--- src/rtl/sar_capture_pkg.sv ---
// Shared widths and FSM state encoding for the SAR code capture block.
package sar_capture_pkg;
    localparam int CODE_W = 6;
    localparam int DATA_W = 8;

    typedef enum logic [1:0] {
        IDLE = 2'd0,
        RUN  = 2'd1,
        DONE = 2'd2
    } cap_state_t;
endpackage

--- src/rtl/sar_capture_fifo.sv ---
// Synchronous FIFO with registered head word, valid and occupancy; a push into a
// full FIFO is accepted only when a pop frees the slot on the same edge.
module sar_capture_fifo #(
    parameter int DEPTH  = 8,
    parameter int DATA_W = 8,
    parameter int LVL_W  = $clog2(DEPTH) + 1
) (
    input  logic              clk,
    input  logic              rst,
    input  logic              flush,
    input  logic              push,
    input  logic [DATA_W-1:0] push_data,
    input  logic              out_ready,
    output logic [DATA_W-1:0] out_data,
    output logic              out_valid,
    output logic [LVL_W-1:0]  level,
    output logic              push_drop
);
    localparam int PTR_W = $clog2(DEPTH);

    logic [DATA_W-1:0] mem_r [DEPTH];
    logic [PTR_W-1:0]  wr_ptr_r;
    logic [PTR_W-1:0]  rd_ptr_r;
    logic [PTR_W-1:0]  rd_ptr_inc_s;
    logic [LVL_W-1:0]  level_r;
    logic [LVL_W-1:0]  level_nx_s;
    logic [DATA_W-1:0] head_r;
    logic [DATA_W-1:0] head_nx_s;
    logic              valid_r;
    logic              pop_s;
    logic              full_s;
    logic              push_ok_s;

    assign pop_s        = valid_r & out_ready & ~flush;
    assign full_s       = (level_r == LVL_W'(DEPTH));
    assign push_ok_s    = push & ~flush & (~full_s | pop_s);
    assign push_drop    = push & ~flush & ~push_ok_s;
    assign rd_ptr_inc_s = rd_ptr_r + PTR_W'(1);

    // Next occupancy and next head word after this edge's push/pop.
    always_comb begin
        level_nx_s = level_r;
        head_nx_s  = head_r;
        case ({push_ok_s, pop_s})
            2'b10:   level_nx_s = level_r + LVL_W'(1);
            2'b01:   level_nx_s = level_r - LVL_W'(1);
            default: level_nx_s = level_r;
        endcase
        if (level_nx_s == {LVL_W{1'b0}}) begin
            head_nx_s = {DATA_W{1'b0}};
        end else if (pop_s) begin
            // With one word left, the only successor is the word pushed this edge.
            head_nx_s = (level_r > LVL_W'(1)) ? mem_r[rd_ptr_inc_s] : push_data;
        end else if (level_r == {LVL_W{1'b0}}) begin
            head_nx_s = push_data;
        end else begin
            head_nx_s = head_r;
        end
    end

    // Storage, pointers and registered output view.
    always_ff @(posedge clk or posedge rst) begin
        if (rst) begin
            for (int i = 0; i < DEPTH; i++) mem_r[i] <= {DATA_W{1'b0}};
            wr_ptr_r <= {PTR_W{1'b0}};
            rd_ptr_r <= {PTR_W{1'b0}};
            level_r  <= {LVL_W{1'b0}};
            head_r   <= {DATA_W{1'b0}};
            valid_r  <= 1'b0;
        end else if (flush) begin
            wr_ptr_r <= {PTR_W{1'b0}};
            rd_ptr_r <= {PTR_W{1'b0}};
            level_r  <= {LVL_W{1'b0}};
            head_r   <= {DATA_W{1'b0}};
            valid_r  <= 1'b0;
        end else begin
            if (push_ok_s) begin
                mem_r[wr_ptr_r] <= push_data;
                wr_ptr_r        <= wr_ptr_r + PTR_W'(1);
            end
            if (pop_s) begin
                rd_ptr_r <= rd_ptr_inc_s;
            end
            level_r <= level_nx_s;
            head_r  <= head_nx_s;
            valid_r <= (level_nx_s != {LVL_W{1'b0}});
        end
    end

    assign out_data  = head_r;
    assign out_valid = valid_r;
    assign level     = level_r;
endmodule

--- src/rtl/sar_code_capture.sv ---
// Captures SAR conversion results on the rising edge of the result strobe into a FIFO
// drained over valid/ready. Define SAR_CAPTURE_AVG_EN to push the sum of every four codes.
module sar_code_capture
    import sar_capture_pkg::*;
#(
    parameter int DEPTH = 8,
    parameter int LVL_W = $clog2(DEPTH) + 1
) (
    input  logic             clk,
    input  logic             rst,
    input  logic             start,
    input  logic             stop,
    input  logic             flush,
    input  logic [7:0]       burst_len,
    input  logic [5:0]       code_in,
    input  logic             code_rdy,
    output logic [7:0]       out_data,
    output logic             out_valid,
    input  logic             out_ready,
    output logic [LVL_W-1:0] level,
    output logic             overflow,
    output logic             busy,
    output logic             done
);
    cap_state_t        state_r;
    logic              busy_r;
    logic              done_r;
    logic              code_rdy_q_r;
    logic [7:0]        count_r;
    logic [7:0]        burst_len_r;
    logic              overflow_r;
    logic              evt_s;
    logic              word_push_s;
    logic [DATA_W-1:0] word_s;
    logic              burst_hit_s;
    logic              push_drop_s;

    // Start and stop outrank a same-cycle event, and flush discards it.
    assign evt_s = code_rdy & ~code_rdy_q_r & (state_r == RUN) & ~flush & ~stop & ~start;

`ifdef SAR_CAPTURE_AVG_EN
    logic [1:0]        phase_r;
    logic [DATA_W-1:0] acc_r;
    logic [DATA_W-1:0] sum_s;

    assign sum_s       = acc_r + {{(DATA_W-CODE_W){1'b0}}, code_in};
    assign word_push_s = evt_s & (phase_r == 2'd3);
    assign word_s      = sum_s;

    // Four-event accumulator; cleared by any run control or flush.
    always_ff @(posedge clk or posedge rst) begin
        if (rst) begin
            phase_r <= 2'd0;
            acc_r   <= {DATA_W{1'b0}};
        end else if (flush || stop || start) begin
            phase_r <= 2'd0;
            acc_r   <= {DATA_W{1'b0}};
        end else if (evt_s) begin
            phase_r <= phase_r + 2'd1;
            acc_r   <= (phase_r == 2'd3) ? {DATA_W{1'b0}} : sum_s;
        end
    end
`else
    assign word_push_s = evt_s;
    assign word_s      = {{(DATA_W-CODE_W){1'b0}}, code_in};
`endif

    assign burst_hit_s = (burst_len_r != 8'd0) && ((count_r + 8'd1) == burst_len_r);

    // Strobe history for edge detection; tracks in every state.
    always_ff @(posedge clk or posedge rst) begin
        if (rst) begin
            code_rdy_q_r <= 1'b0;
        end else begin
            code_rdy_q_r <= code_rdy;
        end
    end

    // Run-control FSM with burst counter and registered busy/done.
    always_ff @(posedge clk or posedge rst) begin
        if (rst) begin
            state_r     <= IDLE;
            busy_r      <= 1'b0;
            done_r      <= 1'b0;
            count_r     <= 8'd0;
            burst_len_r <= 8'd0;
        end else if (stop) begin
            state_r <= IDLE;
            busy_r  <= 1'b0;
            done_r  <= 1'b0;
        end else if (start) begin
            state_r     <= RUN;
            busy_r      <= 1'b1;
            done_r      <= 1'b0;
            count_r     <= 8'd0;
            burst_len_r <= burst_len;
        end else begin
            case (state_r)
                RUN: begin
                    if (word_push_s) begin
                        count_r <= count_r + 8'd1;
                        if (burst_hit_s) begin
                            state_r <= DONE;
                            busy_r  <= 1'b0;
                            done_r  <= 1'b1;
                        end
                    end
                end
                IDLE, DONE: begin
                    state_r <= state_r;
                end
                default: begin
                    state_r <= IDLE;
                    busy_r  <= 1'b0;
                    done_r  <= 1'b0;
                end
            endcase
        end
    end

    // Sticky drop indicator; only flush or reset clears it.
    always_ff @(posedge clk or posedge rst) begin
        if (rst) begin
            overflow_r <= 1'b0;
        end else if (flush) begin
            overflow_r <= 1'b0;
        end else if (push_drop_s) begin
            overflow_r <= 1'b1;
        end
    end

    sar_capture_fifo #(
        .DEPTH  (DEPTH),
        .DATA_W (DATA_W),
        .LVL_W  (LVL_W)
    ) u_fifo (
        .clk       (clk),
        .rst       (rst),
        .flush     (flush),
        .push      (word_push_s),
        .push_data (word_s),
        .out_ready (out_ready),
        .out_data  (out_data),
        .out_valid (out_valid),
        .level     (level),
        .push_drop (push_drop_s)
    );

    assign busy     = busy_r;
    assign done     = done_r;
    assign overflow = overflow_r;
endmodule

--- config.mk ---
export PLATFORM = sky130hd
export DESIGN_NAME = sar_code_capture
export DESIGN_NICKNAME = d
export VERILOG_FILES = /design/src/rtl/sar_capture_pkg.sv /design/src/rtl/sar_capture_fifo.sv /design/src/rtl/sar_code_capture.sv
export SDC_FILE = /design/constraint.sdc
export NUM_CORES = 1
export LEC_CHECK = 0
export ABC_AREA = 1
export BUFFER_PORTS_ARGS = -buffer_cell sky130_fd_sc_hd__clkbuf_2
export CELL_PAD_IN_SITES_DETAIL_PLACEMENT = 1
export CELL_PAD_IN_SITES_GLOBAL_PLACEMENT = 1
export CORE_UTILIZATION = 46
export CTS_CLUSTER_SIZE = 12
export DETAILED_ROUTE_END_ITERATION = 6
export PLACE_DENSITY = 0.85
export SKIP_CTS_REPAIR_TIMING = 1
export SLEW_MARGIN = 20
export SYNTH_ARGS = -nofsm -noshare
export SYNTH_HDL_FRONTEND = slang
export SYNTH_HIERARCHICAL = 1
export SYNTH_SLANG_ARGS = --single-unit
--- constraint.sdc ---
create_clock -name clk -period 2.8 [get_ports clk]
set_input_delay 0.14 -clock clk [delete_from_list [all_inputs] [get_ports clk]]
set_output_delay 0.14 -clock clk [all_outputs]
set_load 0.005 [all_outputs]
# ---- Word-level counts from Yosys, hierarchy flattened
# Index checks and enable logic that the tools add are counted.
# Widths: inputs -> output; s select.
dict set report totals {
  ff_bits 105
  input_bits 21
  output_inout_bits 16
  word_cells 113
}
dict set report classes {
  n_addsub 5
  order_cmp 4
  n_eq_ne 9
  muxes 38
  n_bitwise 19
  n_reduce_logical 18
}
# op count
set ops {}
lappend ops {{$mux 8} 11}
lappend ops {{$bwmux 64} 1}
lappend ops {{$bmux 8 s3} 1}
lappend ops {{$demux 8 s3} 1}
lappend ops {{$mux 3} 4}
lappend ops {{$mux 1} 11}
lappend ops {{$and 1x1->1} 10}
lappend ops {{$reduce_bool 2->1} 5}
lappend ops {{$add 8x1->8 const B} 1}
lappend ops {{$eq 8x8->1} 1}
lappend ops {{$ge 4x4->1 const B} 2}
lappend ops {{$logic_not 4->1} 2}
lappend ops {{$mux 2} 4}
lappend ops {{$not 3->4} 2}
lappend ops {{$pmux 4 s2} 1}
lappend ops {{$reduce_bool 4->1} 2}
lappend ops {{$reduce_bool 8->1} 1}
lappend ops {{$add 3x1->3 const B} 2}
lappend ops {{$not 1->1} 6}
lappend ops {{$reduce_and 3->1} 2}
lappend ops {{$add 4x1->4 const B} 1}
lappend ops {{$eq 2x1->1 const B} 2}
lappend ops {{$eq 2x2->1 const B} 2}
lappend ops {{$eq 4x4->1 const B} 1}
lappend ops {{other kinds (14)} 17}

# ---- Logic depth before layout (Yosys ltp)
dict set report depth {
  depth_word 13
  ltp_mapped 15
  ltp_nobuf 14
}

# ---- Hierarchy
# Netlist, hierarchy kept.
# mod n_inst cells_per_inst area_per_inst_um2 seq_area_each_um2
set by_module_without_submodules {}
lappend by_module_without_submodules {sar_capture_fifo 1 527 4235.3 2077.0}
lappend by_module_without_submodules {sar_code_capture 1 164 1143.6 500.5}

# ---- Worst setup path after synthesis
# No wires, ideal clock.
dict set report synth_timing {
  kind {register to register}
  from {register done (netlist name)}
  to {register u_fifo.head_r[0], in the netlist u_fifo/out_data[0]}
  setup_time_ns 0.114
  t_arrival_ns 2.172
  required_time_ns 2.686
  slack_ns 0.514
  path_stages_with_launch 14
  n_path_buf 0
  synth_period_minus_slack_ns 2.286
  path_cell_list {dfrtp_1 inv_1 nand2_1 nor4_2 nand3_2 ha_1 nand2_1 inv_1 a21oi_1 nand2_1 o21ai_0 nand2_1 nand2_1 nor2_1}
}
# item line_no
set synth_rtl {}
lappend synth_rtl {{end signal, assigned} sar_capture_fifo.sv:68} ;# head_r <= {DATA_W{1'b0}};
lappend synth_rtl {{end signal, assigned} sar_capture_fifo.sv:74} ;# head_r <= {DATA_W{1'b0}};
lappend synth_rtl {{end signal, assigned} sar_capture_fifo.sv:85} ;# head_r <= head_nx_s;
lappend synth_rtl {{end, declared} sar_capture_fifo.sv:27} ;# logic [DATA_W-1:0] head_r;

==> run metrics <==
status finished clean; Vias/cell 5.34; Seq/Total Area, Yosys around 48%; slew margin rel. between 40% and 50%; Final nets between 700 and 800; Max FO, Critical Path 9; Design Power between 3 and 4 mW; Chip Height ~110 um; clk sinks just over 100; Initial Util 47.1%; fmax ~0.38 GHz; vias in the first global route around 4900; max_cap viols 0; PD cells 528 nW/um2; synth warn 6; # H-tree levels 3; critical path required time just over 3000 ps; critical-path cell with the highest stage delay dfrtp_1; Setup crit start done; Root Buffer clkbuf_16; Die W 110 um; Mapped Avg Cell Area a little under 8 um2; max incr delay on CP ~380 ps; DP Wirelength 10100 um; Inst Count DP ~860; Post-synth EDFFs 0; core area ~11000 um2; CTS Buf Count 9; Final Cycle Share between 90 and 100%; initial antenna violation count 0; buffers and inverters on the worst path 2; crit-path most repeated cell nand2_1; port buffer count 36; ratio of cells with drive above 1 in the final layout 13.8%; Final ANT Viol Nets 0; crit path kind reg2reg; # DRC 0; Synth Flop Type dfrtp_1; Final setup violation count 0; FILL cells around 1400; vias after detailed routing ~4700; area of the mapped netlist about 5400 um2; Worst-path clk slew approximately 70 ps; pin count of the biggest net entering global routing between 40 and 50; Total Wirelength 14700 um; Antenna Cells 0; Clock Latency Late Sink 360 ps; final hold violation count 0; 1st-iter DRT viols 290; first-pass GRT wire length roughly 24000 um; Gate Count Post-Synth approximately 690; Post-synth ARST share 100%; Layout Cells excl Fill 880; Die Area about 12000 um2; Critical Path AT between 2000 and 3000 ps; Cell Rows 39; GR Overflow Total 0; maximum vdd drop ~0.48 mV; Min-Delay Startpoint burst_len[7]; worst slew pin tran roughly 810 ps; crit path capture type flip-flop; clock buffer depth 2; num ports 37; Reg-to-Reg Start done; crit start category flip-flop; Setup Skew 11.9 ps; Yosys reg bits 103; crit path time final 2620 ps; ordered cell list for the critical path inv_1, nand2_1, nor4_4, nand3_2, ha_1, nand2_1, inv_1, a21oi_1, nand2_1, o21ai_0, nand2_1, nand2_1, nor2_1; CTS tree yes; first drt pass iteration count 4; gpl congestion between 0.8 and 0.9; synthesis-to-finish area growth 12.2%; Final Max Slew Viols 0; worst hold path type in2reg; Pleak approximately 3 nW; Yosys cell types 34; Tot GR Track Use a little over a quarter; Top Family by Delay on Critical Path simple AND/OR/NAND/NOR gates; Routed WL per cell about 17 um
-- stage by stage --
stage	utilization, %	setup TNS [ps]	setup WS [ps]	hold WS [ps]	cell area (um2)
after floorplan	-	0	514	104	5390
after CTS	52.6	0	150	-94.6	6000
after global placement	49.6	0	471	273	5660
after detailed placement	49.6	0	215	279	5660
final	52.8	0	184	34.7	6030
after global routing	52.8	-23.6	-23.6	39.3	6030
-- report_power, final --
group,total [mW],leakage [nW],internal (mW),switching [mW]
Combinational,0.206,1.44,0.0603,0.146
Clock,1.44,0.169,0.882,0.562
Sequential,1.54,1.41,1.52,0.0179
-- final timing paths --
check	end	slack (ps)	cells after the start
max	u_fifo/out_data[5]	180	13
min	burst_len_r[7]	30	3
max reg2reg	u_fifo/out_data[5]	180	13
min reg2reg	u_fifo/mem_r[32]	490	2
max in group asynchronous	u_fifo/mem_r[63]	1570	4
min in group asynchronous	u_fifo/wr_ptr_r[1]	450	3
-- worst min-delay path: stages --
cell and delay [ps]:
clkbuf_2 80, nor2_1 90, a21oi_1 50
-- sequential cells by signal (all words and copies together), names as in the netlist --
name / count
burst_len_r: 8
code_rdy_q_r: 1
count_r: 8
done: 1
overflow: 1
state_r: 1
u_fifo/level: 4
u_fifo/mem_r: 64
u_fifo/out_data: 8
u_fifo/out_valid: 1
u_fifo/rd_ptr_r: 3
u_fifo/wr_ptr_r: 3
-- cells by family (layout without fill, tap and decap cells) --
| family | after synthesis | in the layout | synth area share [%] |
|---|---|---|---|
| adder cells (fa/ha/maj) | 9 | 9 | 2.09 |
| XOR/XNOR | 2 | 2 | 0.465 |
| AO/OA/AOI/OAI | 117 | 117 | 11.5 |
| flip-flops | 103 | 103 | 47.9 |
| other | 1 | 4 | 0.0697 |
| AND/OR/NAND/NOR | 376 | 376 | 30.6 |
| buffers and inverters | 83 | 126 | 7.35 |
-- cell usage in the layout (no fill, tap or decap), drive strengths merged, types with 4 or more instances in the layout --
cell	count
a21oi	14
buf	9
nand2	221
ha	9
nand3	66
o21ai	98
inv	61
nor2	76
o22ai	4
dfrtp	103
or2	8
conb	4
clkbuf	50
-- layout make-up --
type	instances	area (um2)	share of cell area, %
flip-flops and latches	103	2580	42.7
clock buffers	14	284	4.71
inverters	63	238	3.94
clock inverters	2	60.1	0.995
well taps	143	179	2.97
repair buffers	47	268	4.44
multi-input cells	508	2430	40.2
-- per-layer routing --
| layer | wire, um | share of wire (%) | track usage [%] | vias to the layer above |
|---|---|---|---|---|
| li1 | - | - | - | 2293 |
| met1 | 6480 | 44 | 32.4 | 2315 |
| met2 | 7560 | 51 | 46.6 | 74 |
| met3 | 529 | 3.6 | 5.53 | 16 |
| met4 | 173 | 1.2 | 7.05 | 0 |
| met5 | 0 | 0 | 0 | - |
-- synth_stat cells, types with 4 or more instances --
cell type | number | area (um2)
inv_1 | 58 | 218
dfrtp_1 | 103 | 2580
or2_2 | 8 | 50.1
nand2_2 | 4 | 25.0
buf_2 | 6 | 30.0
nand3_1 | 64 | 320
nand2_1 | 210 | 788
o21ai_0 | 41 | 205
buf_6 | 8 | 90.1
nor2_2 | 4 | 25.0
o21ai_1 | 50 | 250
nand2_4 | 7 | 78.8
ha_1 | 9 | 113
a21oi_1 | 14 | 70.1
nor2_1 | 71 | 267
clkbuf_1 | 4 | 15.0
inv_2 | 4 | 15.0
o21ai_2 | 7 | 61.3
o22ai_1 | 4 | 25.0
Note: power is estimated with default switching activity, not from simulation.
